[src/rtl/time_keeper.sv]
// time_keeper: divides the board clock into a one-second strobe and keeps the
// time of day both as seconds-since-midnight and as hour/minute/second fields.
// The two representations are updated together on every edge so they can
// never disagree, even for one cycle.
module time_keeper #(
    parameter int CLK_HZ  = 100000000,
    parameter int DAY_SEC = 86400
) (
    input  logic        clk,
    input  logic        rst_n,
    input  logic        run,
    input  logic        load,
    input  logic [16:0] load_sec,
    input  logic        inc_hour,
    input  logic        inc_min,
    output logic        sec_tick,
    output logic [16:0] cur_sec,
    output logic [4:0]  hour,
    output logic [5:0]  minute,
    output logic [5:0]  second
);

    localparam int            PW     = (CLK_HZ > 1) ? $clog2(CLK_HZ) : 1;
    localparam logic [PW-1:0] P_TC   = PW'(CLK_HZ - 1);
    localparam logic [16:0]   DAY_N  = 17'(DAY_SEC);
    localparam logic [16:0]   DAY_M1 = 17'(DAY_SEC - 1);

    logic [PW-1:0] r_presc;
    logic          r_tick;
    logic [16:0]   r_cur;
    logic [4:0]    r_hour;
    logic [5:0]    r_min;
    logic [5:0]    r_sec;

    logic          w_term;
    logic [16:0]   w_ld;

    // Terminal-count detect and range reduction of the load value
    // (one subtraction is enough for any 17-bit input).
    always_comb begin
        w_term = run && (r_presc == P_TC);
        w_ld   = (load_sec >= DAY_N) ? load_sec - DAY_N : load_sec;
    end

    // Prescaler, tick strobe and time-of-day registers; priority is
    // load > inc_hour > inc_min > tick advance.
    always_ff @(posedge clk) begin
        if (!rst_n) begin
            r_presc <= '0;
            r_tick  <= 1'b0;
            r_cur   <= '0;
            r_hour  <= '0;
            r_min   <= '0;
            r_sec   <= '0;
        end else begin
            // A tick that coincides with an adjust still strobes and restarts
            // the prescaler; only its advance of the time is dropped.
            r_tick <= w_term;
            if (load || w_term)
                r_presc <= '0;
            else if (run)
                r_presc <= r_presc + 1'b1;

            if (load) begin
                r_cur  <= w_ld;
                r_hour <= 5'(w_ld / 17'd3600);
                r_min  <= 6'((w_ld % 17'd3600) / 17'd60);
                r_sec  <= 6'(w_ld % 17'd60);
            end else if (inc_hour) begin
                if (r_hour == 5'd23) begin
                    r_hour <= '0;
                    r_cur  <= r_cur - 17'd82800;
                end else begin
                    r_hour <= r_hour + 5'd1;
                    r_cur  <= r_cur + 17'd3600;
                end
            end else if (inc_min) begin
                if (r_min == 6'd59) begin
                    r_min <= '0;
                    r_cur <= r_cur - 17'd3540;
                end else begin
                    r_min <= r_min + 6'd1;
                    r_cur <= r_cur + 17'd60;
                end
            end else if (w_term) begin
                r_cur <= (r_cur == DAY_M1) ? '0 : r_cur + 17'd1;
                if (r_sec == 6'd59) begin
                    r_sec <= '0;
                    if (r_min == 6'd59) begin
                        r_min  <= '0;
                        r_hour <= (r_hour == 5'd23) ? '0 : r_hour + 5'd1;
                    end else begin
                        r_min <= r_min + 6'd1;
                    end
                end else begin
                    r_sec <= r_sec + 6'd1;
                end
            end
        end
    end

    assign sec_tick = r_tick;
    assign cur_sec  = r_cur;
    assign hour     = r_hour;
    assign minute   = r_min;
    assign second   = r_sec;

endmodule

[config.mk]
export PLATFORM = sky130hd
export DESIGN_NAME = time_keeper
export DESIGN_NICKNAME = d
export VERILOG_FILES = /design/src/rtl/time_keeper.sv
export SDC_FILE = /design/constraint.sdc
export NUM_CORES = 1
export LEC_CHECK = 0
export BUFFER_PORTS_ARGS = -buffer_cell sky130_fd_sc_hd__buf_2
export CAP_MARGIN = 10
export CORE_ASPECT_RATIO = 0.9
export CORE_MARGIN = 2
export CORE_UTILIZATION = 55
export CTS_BUF_LIST = sky130_fd_sc_hd__clkbuf_8
export CTS_CLUSTER_DIAMETER = 100
export DETAILED_ROUTE_END_ITERATION = 8
export PLACE_DENSITY = 0.86
export SETUP_SLACK_MARGIN = 0.3
export SLEW_MARGIN = 15
export SYNTH_ARGS = -nofsm -noshare
export SYNTH_HDL_FRONTEND = slang
export SYNTH_SLANG_ARGS = --single-unit
[constraint.sdc]
create_clock -name clk -period 8.21 [get_ports clk]
set_clock_uncertainty 0.05 [all_clocks]
set_input_delay 0.821 -clock clk [delete_from_list [all_inputs] [get_ports clk]]
set_output_delay 0.821 -clock clk [all_outputs]
set_load 0.01 [all_outputs]
==> impl_results.md <==
- FF-to-FF End: cur_sec[16]$_SDFFE_PN0P_
- R2R Setup Slk: about 3.6 ns
- Worst Setup Start Kind: input port
- Unique masters post-synth: between 100 and 150
- Hold_sp: r_presc[5]$_SDFFE_PP0P_
- Net Count, Synth: approximately 1.2k
- Slowest CP cell: or4_4
- Pint: roughly 1.2 mW
- Sequential share of the synthesized area: 15.5%
- Ys async rst share: 0%
- Post-Place Setup Slack: -0.0835 ns
- Area delta synth->final: 12.4%
- Max-cap violations: 0
- WS Path Type: input port to flip-flop
- Arr. time, crit path: about 7.8 ns
- Port Buffer Count: 57
- Tightest Pin Transition: roughly 1.1 ns
- CP top delay family: compound AO/OA/AOI/OAI gates
- Fill cells: about 1.2k
- Syn. warnings: 0
- EDFF count, synth: 0
- Finished Cell Area: 0.00901 sq mm
- Pin count of the biggest net entering global routing: 55
- Worst Setup Slack, final: roughly 0.6 ns
- Gate power share: a little under three quarters
- Crit-path max FO: 11
- Ys flop type: dfxtp_1
- RR Startpoint: minute[0]$_SDFFE_PN0P_
- WL final: between 20,000 and 25,000 microns
- Clock share of power: 11.9%
- Period utilization: 92.9%
- Total track usage: between 20% and 30%
- Die width: around 130 microns
- Ratio of cells with drive above 1 in the final layout: between 10% and 20%
- CTS tree: built
- Placed cell area: 0.00855 sq mm
- Yosys reg bits: 62
- Static leakage: about 3.4 nW
- Num CTS Buffers: 9
- DR vias: approximately 9.0k
- Buf/Inv on CP: 5
- IO Count: between 50 and 60
- Clk buf depth: 2
- Pwr Density: ~260 mW/mm^2
- Via-to-Cell Ratio: around 6.5
- Cells after synthesis: between 1k and 1.5k
- Syn Area/Cell: between 7 and 8 sq um
- Starting DRT DRC Count: about 970
- Vias in the first global route: between 7k and 8k
- First-pass detailed-route iteration total: 5
- RSZ-0062 raised after global routing: true
- Min Tclk post-route: approximately 7.6 ns
- Worst-skew pair later-pin latency: 0.36 ns
- Gpl congestion: between 0.9 and 1
- N_diodes: 0
- Initial Util: a little under three fifths
- CP required: approximately 8.4 ns
- Status: finished, final reports clean
- Mapped cell area: approximately 0.0080 sq mm
- Peak Freq: 131 MHz
- Core area: 0.0141 sq mm
- First-pass GRT wire length: approximately 37,000 microns
- # rows: a little over 40
- Final Max Slew Viols: 0
- Clk sink count: just over 60
- Total gr overflow: 0
- H-tree depth: 3
- Hpwl dp: 16,900 microns
- Most used cell, CP: buf_4
- Sw power: 1.15 mW
- DIE AREA: 0.0155 sq mm
- Final nets: 1,219
- Final Hold Vio Count: 0
- Crit path largest cell delay: approximately 0.49 ns
- WHS: 0.467 ns
- Hold WC Path Type: flip-flop to flip-flop
- Hold Path Stages: 2
- Worst VDD drop: approximately 0.20 mV
- Die Y: roughly 120 microns
- Initial antenna violation count: 0
- Final setup vio count: 0
- Root buffer cell: clkbuf_8
- Sequential power share: between 10% and 20%
- Setup crit end kind: flip-flop
- WL/cell: between 15 and 20 microns
- Clock slew at reported path FFs: 0.08 ns
- Switching Share: about half
- Remaining DRCs: 0
- ANT nets after route: 0
- Worst R2R Path Depth: 18
- Slew headroom: between 20% and 30%
- Min-Delay Endpoint: r_presc[5]$_SDFFE_PP0P_
## synth_stat cells, types with 7 or more instances
| cell | count | area share (%) |
|---|---|---|
| a211oi_1 | 31 | 2.9 |
| nor2b_1 | 24 | 1.9 |
| a311oi_1 | 7 | 0.77 |
| and3_1 | 21 | 1.6 |
| mux2i_1 | 8 | 1.0 |
| nand3_1 | 46 | 2.9 |
| o21a_1 | 13 | 1.2 |
| a21o_1 | 13 | 1.2 |
| a21oi_1 | 77 | 4.8 |
| o21ai_1 | 12 | 0.75 |
| xnor2_1 | 46 | 5.0 |
| o21ai_0 | 73 | 4.6 |
| clkbuf_1 | 49 | 2.3 |
| nor2_1 | 121 | 5.7 |
| inv_1 | 24 | 1.1 |
| or3_1 | 14 | 1.1 |
| nand2_1 | 91 | 4.3 |
| or2_2 | 8 | 0.62 |
| nand2b_1 | 12 | 0.94 |
| buf_2 | 7 | 0.44 |
| xor2_1 | 34 | 3.7 |
| a211o_1 | 7 | 0.77 |
| nand4_1 | 19 | 1.5 |
| o31a_1 | 8 | 0.87 |
| o211ai_1 | 10 | 0.94 |
| a31oi_1 | 19 | 1.5 |
| o31ai_1 | 13 | 1.2 |
| a221oi_1 | 8 | 0.87 |
| nor3_1 | 32 | 2.0 |
| ha_1 | 20 | 3.1 |
| dfxtp_1 | 62 | 15 |
| and2_1 | 25 | 2.0 |
| mux2_2 | 7 | 0.98 |
## metrics by stage
| stage | utilization (%) | TNS [ns] | instances | total power [mW] |
|---|---|---|---|---|
| finish | 63.9 | 0 | 1374 | 2.33 |
| global route | 63.9 | 0 | 1374 | 2.50 |
| CTS | 62.1 | 0 | 1365 | 2.17 |
| detailed placement | 60.6 | -0.143 | 1349 | 1.88 |
| global placement | 60.6 | 0 | 1349 | 1.87 |
| floorplan | - | 0 | 1124 | 1.55 |
## cell usage in the layout (no fill, tap or decap), types with 30 or more instances in the layout
master | Yosys | final
buf_4 | 0 | 47
xnor2_1 | 46 | 45
nand3_1 | 46 | 46
nand2_1 | 91 | 90
o21ai_0 | 73 | 71
a211oi_1 | 31 | 30
buf_2 | 7 | 57
dfxtp_1 | 62 | 62
a21oi_1 | 77 | 75
xor2_1 | 34 | 34
nor2_1 | 121 | 119
## sequential cells by signal, summed over array words and instances (netlist names)
signal,cells
sec_tick,1
minute,6
cur_sec,17
second,6
r_presc,27
hour,5
## worst max-delay path by stage
stage,start,to,depth (start not counted)
after global placement,load_sec[8],minute[0]$_SDFFE_PN0P_,27
final,load_sec[8],minute[0]$_SDFFE_PN0P_,31
after detailed placement,load_sec[8],minute[0]$_SDFFE_PN0P_,27
after floorplan,load_sec[7],minute[0]$_SDFFE_PN0P_,29
after CTS,load_sec[8],minute[0]$_SDFFE_PN0P_,27
after global routing,load_sec[8],minute[0]$_SDFFE_PN0P_,29
## layer usage
| layer | routed length (microns) | track usage [%] | share of wire [%] |
|---|---|---|---|
| met3 | 1840 | 4.50 | 8.0 |
| met5 | 0 | 0 | 0 |
| met2 | 10500 | 44.1 | 45 |
| met1 | 10300 | 38.8 | 45 |
| met4 | 480 | 9.38 | 2.1 |
## power by group through the flow
stage / sequential [mW] / clock, mW / combinational (mW)
2_1_floorplan: 0.380 / 0 / 1.17
3_3_place_gp: 0.381 / 0 / 1.48
3_5_place_dp: 0.382 / 0 / 1.50
4_1_cts: 0.376 / 0.281 / 1.51
5_1_grt: 0.383 / 0.292 / 1.82
6_report: 0.378 / 0.278 / 1.68
## final cells by class
class                           count  area, sq um  share of cell area (%)
Multi-Input combinational cell    974         6590                    73.2
Inverter                           25         93.8                    1.04
Sequential cell                    62         1240                    13.8
Clock inverter                      6         62.6                   0.694
Clock buffer                       10          138                    1.53
Tap cell                          193          241                    2.68
Timing Repair Buffer              104          638                    7.08
## worst register-to-register path: cells and delay by family (launching register included)
| kind | cells | cell delay, ns |
|---|---|---|
| compound gates | 8 | 1.78 |
| simple gates | 7 | 1.46 |
| fa+ha+maj | 2 | 0.74 |
| flops | 1 | 0.45 |
| xor+xnor | 1 | 0.09 |
## what timing repair did
item / in CTS / in global routing
pin swaps: 0 / 7
resized for setup: 1 / 33
hold buffers: 0 / 0
setup buffers: 0 / 9
endpoints found under the setup margin: 2 / 7
## cell families (layout without fill, tap and decap cells)
logic type      count (synthesis)  in the layout  synth area share (%)
simple gates                  458            458                  29.1
xor+xnor                       84             84                  9.70
flops                          62             62                  15.5
mux                            16             16                  2.16
buf+inv                        88            145                  4.54
compound gates                394            394                  35.6
fa+ha+maj                      22             22                  3.39
Power figures use the tool's default switching activity.
